===== src/rtl/excp_commit_ctrl_pkg.sv =====
// ============================================================================
// excp_commit_ctrl_pkg : CSR addresses, field layouts and FSM encoding
// Revision: 1.0
// ============================================================================
`default_nettype none

package excp_commit_ctrl_pkg;

    localparam logic [13:0] CSR_CRMD      = 14'h0000;
    localparam logic [13:0] CSR_PRMD      = 14'h0001;
    localparam logic [13:0] CSR_ESTAT     = 14'h0005;
    localparam logic [13:0] CSR_ERA       = 14'h0006;
    localparam logic [13:0] CSR_BADV      = 14'h0007;
    localparam logic [13:0] CSR_EENTRY    = 14'h000C;
    localparam logic [13:0] CSR_TLBEHI    = 14'h0011;
    localparam logic [13:0] CSR_TLBRENTRY = 14'h0088;

    localparam logic [5:0]  ECODE_TLBR    = 6'h3F;

    typedef struct packed {
        logic [1:0] datm;
        logic [1:0] datf;
        logic       pg;
        logic       da;
        logic       ie;
        logic [1:0] plv;
    } csr_crmd_t;

    typedef struct packed {
        logic       pie;
        logic [1:0] pplv;
    } csr_prmd_t;

    typedef logic [0:0] state_t;
    localparam state_t ST_IDLE     = 1'b0;
    localparam state_t ST_REDIRECT = 1'b1;

endpackage

`default_nettype wire


===== src/rtl/excp_commit_ctrl_csr_regs.sv =====
// ============================================================================
// excp_csr_regs : exception CSR storage, write masking and read mux
// Revision: 1.0
// ============================================================================
`default_nettype none

module excp_csr_regs
    import excp_commit_ctrl_pkg::*;
(
    input  logic        clk,
    input  logic        rst_n,
    input  logic        excp_we_i,
    input  logic        ertn_we_i,
    input  logic        sw_we_i,
    input  logic [13:0] sw_waddr_i,
    input  logic [31:0] sw_wdata_i,
    input  logic [31:0] pc_i,
    input  logic [5:0]  ecode_i,
    input  logic [8:0]  esubcode_i,
    input  logic [31:0] bad_va_i,
    input  logic        va_error_i,
    input  logic        tlbrefill_i,
    input  logic        tlbehi_update_i,
    input  logic [13:0] raddr_i,
    output logic [31:0] rdata_o,
    output logic [1:0]  plv_o,
    output logic        trans_en_o,
    output logic [31:0] era_o,
    output logic [31:0] eentry_o,
    output logic [31:0] tlbrentry_o
);

    csr_crmd_t   crmd_q,   crmd_d;
    csr_prmd_t   prmd_q,   prmd_d;
    logic [1:0]  estat_is_q,    estat_is_d;
    logic [5:0]  estat_ecode_q, estat_ecode_d;
    logic [8:0]  estat_esub_q,  estat_esub_d;
    logic [31:0] era_q,    era_d;
    logic [31:0] badv_q,   badv_d;
    logic [25:0] eentry_q, eentry_d;
    logic [25:0] tlbrentry_q, tlbrentry_d;
    logic [18:0] tlbehi_vppn_q, tlbehi_vppn_d;

    always_comb begin
        crmd_d        = crmd_q;
        prmd_d        = prmd_q;
        estat_is_d    = estat_is_q;
        estat_ecode_d = estat_ecode_q;
        estat_esub_d  = estat_esub_q;
        era_d         = era_q;
        badv_d        = badv_q;
        eentry_d      = eentry_q;
        tlbrentry_d   = tlbrentry_q;
        tlbehi_vppn_d = tlbehi_vppn_q;
        if (excp_we_i) begin
            prmd_d.pplv   = crmd_q.plv;
            prmd_d.pie    = crmd_q.ie;
            crmd_d.plv    = 2'b00;
            crmd_d.ie     = 1'b0;
            era_d         = pc_i;
            estat_ecode_d = ecode_i;
            estat_esub_d  = esubcode_i;
            if (va_error_i)      badv_d        = bad_va_i;
            if (tlbehi_update_i) tlbehi_vppn_d = bad_va_i[31:13];
            if (tlbrefill_i) begin
                crmd_d.da = 1'b1;
                crmd_d.pg = 1'b0;
            end
        end else if (ertn_we_i) begin
            crmd_d.plv = prmd_q.pplv;
            crmd_d.ie  = prmd_q.pie;
            // Returning from a TLB refill handler leaves direct-address mode.
            if (estat_ecode_q == ECODE_TLBR) begin
                crmd_d.da = 1'b0;
                crmd_d.pg = 1'b1;
            end
        end else if (sw_we_i) begin
            case (sw_waddr_i)
                CSR_CRMD:      crmd_d        = csr_crmd_t'(sw_wdata_i[8:0]);
                CSR_PRMD:      prmd_d        = csr_prmd_t'(sw_wdata_i[2:0]);
                CSR_ESTAT:     estat_is_d    = sw_wdata_i[1:0];
                CSR_ERA:       era_d         = sw_wdata_i;
                CSR_BADV:      badv_d        = sw_wdata_i;
                CSR_EENTRY:    eentry_d      = sw_wdata_i[31:6];
                CSR_TLBEHI:    tlbehi_vppn_d = sw_wdata_i[31:13];
                CSR_TLBRENTRY: tlbrentry_d   = sw_wdata_i[31:6];
                default: ;
            endcase
        end
    end

    always_ff @(posedge clk or negedge rst_n) begin
        if (!rst_n) begin
            crmd_q        <= csr_crmd_t'(9'h008);
            prmd_q        <= '0;
            estat_is_q    <= '0;
            estat_ecode_q <= '0;
            estat_esub_q  <= '0;
            era_q         <= '0;
            badv_q        <= '0;
            eentry_q      <= '0;
            tlbrentry_q   <= '0;
            tlbehi_vppn_q <= '0;
        end else begin
            crmd_q        <= crmd_d;
            prmd_q        <= prmd_d;
            estat_is_q    <= estat_is_d;
            estat_ecode_q <= estat_ecode_d;
            estat_esub_q  <= estat_esub_d;
            era_q         <= era_d;
            badv_q        <= badv_d;
            eentry_q      <= eentry_d;
            tlbrentry_q   <= tlbrentry_d;
            tlbehi_vppn_q <= tlbehi_vppn_d;
        end
    end

    always_comb begin
        rdata_o = 32'h0;
        case (raddr_i)
            CSR_CRMD:      rdata_o = {23'h0, crmd_q};
            CSR_PRMD:      rdata_o = {29'h0, prmd_q};
            CSR_ESTAT:     rdata_o = {1'b0, estat_esub_q, estat_ecode_q, 14'h0, estat_is_q};
            CSR_ERA:       rdata_o = era_q;
            CSR_BADV:      rdata_o = badv_q;
            CSR_EENTRY:    rdata_o = {eentry_q, 6'h0};
            CSR_TLBEHI:    rdata_o = {tlbehi_vppn_q, 13'h0};
            CSR_TLBRENTRY: rdata_o = {tlbrentry_q, 6'h0};
            default:       rdata_o = 32'h0;
        endcase
    end

    assign plv_o       = crmd_q.plv;
    assign trans_en_o  = crmd_q.pg & ~crmd_q.da;
    assign era_o       = era_q;
    assign eentry_o    = {eentry_q, 6'h0};
    assign tlbrentry_o = {tlbrentry_q, 6'h0};

endmodule

`default_nettype wire


===== src/rtl/excp_commit_ctrl.sv =====
// ============================================================================
// excp_commit_ctrl : commit-head exception/ERTN handling and frontend redirect
// Revision: 1.0
// ============================================================================
`default_nettype none

module excp_commit_ctrl
    import excp_commit_ctrl_pkg::*;
(
    input  logic        clk,
    input  logic        rst_n,
    input  logic        commit_valid_i,
    input  logic [31:0] commit_pc_i,
    input  logic        excp_trigger_i,
    input  logic [5:0]  ecode_i,
    input  logic [8:0]  esubcode_i,
    input  logic [31:0] bad_va_i,
    input  logic        va_error_i,
    input  logic        tlbrefill_i,
    input  logic        tlbehi_update_i,
    input  logic        ertn_i,
    input  logic        csr_we_i,
    input  logic [13:0] csr_waddr_i,
    input  logic [31:0] csr_wdata_i,
    input  logic [13:0] csr_raddr_i,
    output logic [31:0] csr_rdata_o,
    output logic        commit_ready_o,
    output logic        flush_o,
    output logic        redirect_valid_o,
    output logic [31:0] redirect_pc_o,
    input  logic        redirect_ready_i,
    output logic [1:0]  plv_o,
    output logic        trans_en_o,
    output logic        llbit_clr_o
);

    state_t      state_q, state_d;
    logic        flush_q, flush_d;
    logic        llbit_q, llbit_d;
    logic [31:0] redirect_pc_q, redirect_pc_d;

    logic        w_accept;
    logic        w_excp;
    logic        w_ertn;
    logic        w_sw_we;
    logic [31:0] w_era;
    logic [31:0] w_eentry;
    logic [31:0] w_tlbrentry;

    // Exception outranks ERTN; any event suppresses the head's own CSR write.
    assign w_accept = (state_q == ST_IDLE) & commit_valid_i;
    assign w_excp   = w_accept & excp_trigger_i;
    assign w_ertn   = w_accept & ertn_i & ~excp_trigger_i;
    assign w_sw_we  = w_accept & csr_we_i & ~excp_trigger_i & ~ertn_i;

    excp_csr_regs u_csr_regs (
        .clk             (clk),
        .rst_n           (rst_n),
        .excp_we_i       (w_excp),
        .ertn_we_i       (w_ertn),
        .sw_we_i         (w_sw_we),
        .sw_waddr_i      (csr_waddr_i),
        .sw_wdata_i      (csr_wdata_i),
        .pc_i            (commit_pc_i),
        .ecode_i         (ecode_i),
        .esubcode_i      (esubcode_i),
        .bad_va_i        (bad_va_i),
        .va_error_i      (va_error_i),
        .tlbrefill_i     (tlbrefill_i),
        .tlbehi_update_i (tlbehi_update_i),
        .raddr_i         (csr_raddr_i),
        .rdata_o         (csr_rdata_o),
        .plv_o           (plv_o),
        .trans_en_o      (trans_en_o),
        .era_o           (w_era),
        .eentry_o        (w_eentry),
        .tlbrentry_o     (w_tlbrentry)
    );

    always_comb begin
        state_d       = state_q;
        flush_d       = w_excp | w_ertn;
        llbit_d       = w_ertn;
        redirect_pc_d = redirect_pc_q;
        case (state_q)
            ST_IDLE: begin
                if (w_excp | w_ertn) state_d = ST_REDIRECT;
            end
            ST_REDIRECT: begin
                if (redirect_ready_i) state_d = ST_IDLE;
            end
            default: state_d = ST_IDLE;
        endcase
        // Targets are the pre-edge CSR values, captured alongside the CSR update.
        if (w_excp) begin
            redirect_pc_d = tlbrefill_i ? w_tlbrentry : w_eentry;
        end else if (w_ertn) begin
            redirect_pc_d = w_era;
        end
    end

    always_ff @(posedge clk or negedge rst_n) begin
        if (!rst_n) begin
            state_q       <= ST_IDLE;
            flush_q       <= 1'b0;
            llbit_q       <= 1'b0;
            redirect_pc_q <= 32'h0;
        end else begin
            state_q       <= state_d;
            flush_q       <= flush_d;
            llbit_q       <= llbit_d;
            redirect_pc_q <= redirect_pc_d;
        end
    end

    assign commit_ready_o   = (state_q == ST_IDLE);
    assign redirect_valid_o = (state_q == ST_REDIRECT);
    assign flush_o          = flush_q;
    assign llbit_clr_o      = llbit_q;
    assign redirect_pc_o    = redirect_pc_q;

endmodule

`default_nettype wire


===== config.mk =====
export PLATFORM = sky130hd
export DESIGN_NAME = excp_commit_ctrl
export DESIGN_NICKNAME = d
export VERILOG_FILES = /design/src/rtl/excp_commit_ctrl_pkg.sv /design/src/rtl/excp_commit_ctrl_csr_regs.sv /design/src/rtl/excp_commit_ctrl.sv
export SDC_FILE = /design/constraint.sdc
export NUM_CORES = 1
export LEC_CHECK = 0
export ABC_AREA = 1
export CELL_PAD_IN_SITES_DETAIL_PLACEMENT = 1
export CELL_PAD_IN_SITES_GLOBAL_PLACEMENT = 1
export CORE_MARGIN = 10
export CORE_UTILIZATION = 37
export CTS_CLUSTER_DIAMETER = 150
export DETAILED_ROUTE_END_ITERATION = 10
export GPL_TIMING_DRIVEN = 0
export PLACE_DENSITY = 0.78
export SETUP_SLACK_MARGIN = 0.02
export SYNTH_ARGS = -nofsm -noshare
export SYNTH_HDL_FRONTEND = slang
export SYNTH_SLANG_ARGS = --single-unit

===== constraint.sdc =====
create_clock -name clk -period 2.1 [get_ports clk]
set_input_delay 0.525 -clock clk [delete_from_list [all_inputs] [get_ports clk]]
set_output_delay 0.525 -clock clk [all_outputs]
set_load 0.05 [all_outputs]

==> flow_summary.json <==
{
  "clk_latency_ns": 0.45,
  "area_delta_synth_final_pct": 47.06,
  "htreeDepth": 4,
  "fmax_mhz": 391.4,
  "hold_viol_final": 0,
  "die_h_um": 190.2,
  "diodes": 0,
  "cap_violations": 0,
  "max_slew_margin": 0.5396,
  "crit_arrival_ns": 2.03,
  "gp_congestion": 0.9092,
  "fin_crit_ns": 2.555,
  "ant_nets": 0,
  "worst_slew_pin_slew_ns": 0.6906,
  "grt_max_degree": 118,
  "nets": 1925,
  "cp_max_fo": 5,
  "cts_inserted_buffers": 17,
  "timing.hold.ws_ns": 0.03937,
  "status": "finished, violations left",
  "ys_types": 27,
  "final_common_cell": "nand2_1",
  "syn_area_um2": 10720,
  "routed_wl_um": 55760,
  "port_buffers": 218,
  "synthCells": 1494,
  "wl_per_cell_um": 25.66,
  "end_kind": "output port",
  "coreArea_um2": 28630,
  "synthesis.nets": 1643,
  "die_w_um": 190.2,
  "cts_tree": "built",
  "grt_pass1_wl_um": 79780,
  "p_leak_nw": 7.789,
  "finClkSkew_ns": 0.01106,
  "final_cell_mix": "nand2_1, dfrtp_1, nand3_1",
  "peakVddDrop_mv": 0.5231,
  "clock_sinks": 199,
  "rsz0062_at_grt": "true",
  "critPathRequiredTime_ns": 1.57,
  "finalMaxSlewViolations": 0,
  "ctsRootBufferMaster": "clkbuf_16",
  "finalNonFillerCells": 2173,
  "clkSlewWorstSetupHoldPaths_ns": 0.08,
  "ios": 220,
  "initial_core_util": 0.3745,
  "vias": 12250,
  "power.density_nw_per_um2": 730.7,
  "drc": 0,
  "setup_viol": 32,
  "multiInputGateArea_um2": 5615,
  "dpl.cell_count": 2097,
  "layout_setup_ws_ns": -0.4547,
  "ys.warnings.count": 0,
  "die-area_um2": 36180,
  "pre_cts_slack_ns": -1.755,
  "hp-class": "in2async",
  "ff_latch_area_um2": 4981,
  "yosysSeqAreaShare": 0.4646,
  "avgSynthCellArea_um2": 7.176,
  "finalCritPeriodShare": 1.217,
  "dpl.hpwl_um": 36950,
  "start_kind": "input port",
  "drtPass1Iterations": 5,
  "drive_gt1_frac": 0.2113,
  "viasPerCell": 5.639,
  "antenna_found_initial": 0,
  "grt_pass1_vias": 12770,
  "gr-total-overflow": 0,
  "fillers": 3450,
  "grtUsageTotal": 0.2926,
  "violations": "negative setup slack",
  "fin_total_pwr_mw": 11.52,
  "ys_seq_elements": 199,
  "clockBufferDepth": 2,
  "finalCoreUtilization": 0.5507,
  "worstSetupPathType": "in2out",
  "rows": 62,
  "drtIter0Drc": 1246
}
-- where the power goes --
part	switching (mW)	total, mW	internal (mW)	leakage (nW)
Sequential	0.550	5.08	4.53	2.59
Clock	1.72	3.43	1.71	0.274
Combinational	2.02	3.00	0.981	4.93
-- critical path, cell delays in order --
cell      delay [ns]
buf_8           0.10
nor2_4          0.20
nand3_2         0.14
nor2_4          0.25
nand2_8         0.12
clkinv_8        0.09
buf_12          0.14
nand2_4         0.04
nand3b_1        0.20
buf_6           0.20
-- synth_stat cells --
cell type,instances,area (µm²)
nand3_2,4,40.04
dfstp_2,1,26.28
o211ai_1,8,60.06
nand2_2,4,25.02
buf_1,2,7.510
nor2_4,4,45.04
nor2_2,8,50.05
o21ai_1,10,50.05
nand2_1,619,2323
inv_1,106,397.9
nor2_1,53,198.9
nand3b_1,6,45.04
buf_6,2,22.52
nor3_1,2,10.01
buf_2,43,215.2
a21oi_1,2,10.01
clkbuf_1,26,97.59
buf_4,14,105.1
nand4_1,4,25.02
dfrtp_1,198,4955
nand3_1,205,1026
mux2i_1,24,240.2
o21ai_0,142,710.7
and2_0,1,6.260
inv_2,4,15.01
nor3b_1,1,7.510
clkbuf_2,1,5.000
-- layer usage --
layer / GRT usage / wire, µm
met3: 0.06767 / 5259
met5: 0 / 0
met2: 0.4731 / 26010
met4: 0.1657 / 3011
met1: 0.3532 / 21470
-- stage by stage --
step	TNS [ns]	cell area, µm²
final	-12.07	15770
after CTS	-9.395	15400
after global placement	-1761.04	13570
after detailed placement	-130.40	13600
after floorplan	-1.518	10900
after global routing	-13.20	15770
-- cell type report --
type / count / area share
plain buffers: 88 / 0.04937
clock buffers: 19 / 0.02810
clock inverters: 13 / 0.008889
inverters: 110 / 0.02714
multi-input cells: 1097 / 0.3562
flip-flops and latches: 199 / 0.3160
well taps: 384 / 0.03048
repair buffers: 263 / 0.1839
-- worst paths after layout --
| path | cells after the start | slack, ns | from | end |
|---|---|---|---|---|
| setup / recovery | 10 | -0.45 | csr_raddr_i[4] | csr_rdata_o[31] |
| hold / removal | 1 | 0.04 | rst_n | u_csr_regs.estat_ecode_q[1] |
| setup reg to reg | 10 | 0.08 | redirect_valid_o | u_csr_regs.tlbehi_vppn_q[17] |
| hold reg to reg | 2 | 0.48 | redirect_pc_o[11] | redirect_pc_o[11] |
| max in group asynchronous | 2 | 0.98 | rst_n | u_csr_regs.eentry_q[8] |
| min in group clk | 2 | 0.48 | redirect_pc_o[11] | redirect_pc_o[11] |
-- cell families (layout without fill, tap and decap cells) --
logic type,count (synthesis),after routing,synth area share
multiplexers,24,24,0.02241
buffers and inverters,198,493,0.08076
AO/OA/AOI/OAI,162,162,0.07750
AND/OR/NAND/NOR,911,911,0.3547
flip-flops,199,199,0.4646
-- timing repair --
item                                    in CTS  in global routing
endpoints found under the setup margin     154                184
buffers inserted                            25                 11
gates cloned                                10                  1
gates resized for setup                    547                118
hold buffers                                 0                  0
pin swaps                                   39                 23
-- state kept, by name, summed over array words and instances, names as in the netlist --
register / cells
u_csr_regs.eentry_q: 26
redirect_valid_o: 1
u_csr_regs.tlbrentry_q: 26
llbit_clr_o: 1
u_csr_regs.plv_o: 2
u_csr_regs.era_o: 32
u_csr_regs.prmd_q: 3
u_csr_regs.tlbehi_vppn_q: 19
u_csr_regs.badv_q: 32
redirect_pc_o: 32
flush_o: 1
u_csr_regs.estat_is_q: 2
u_csr_regs.estat_ecode_q: 6
u_csr_regs.crmd_q: 7
u_csr_regs.estat_esub_q: 9
Power figures use the tool's default switching activity.
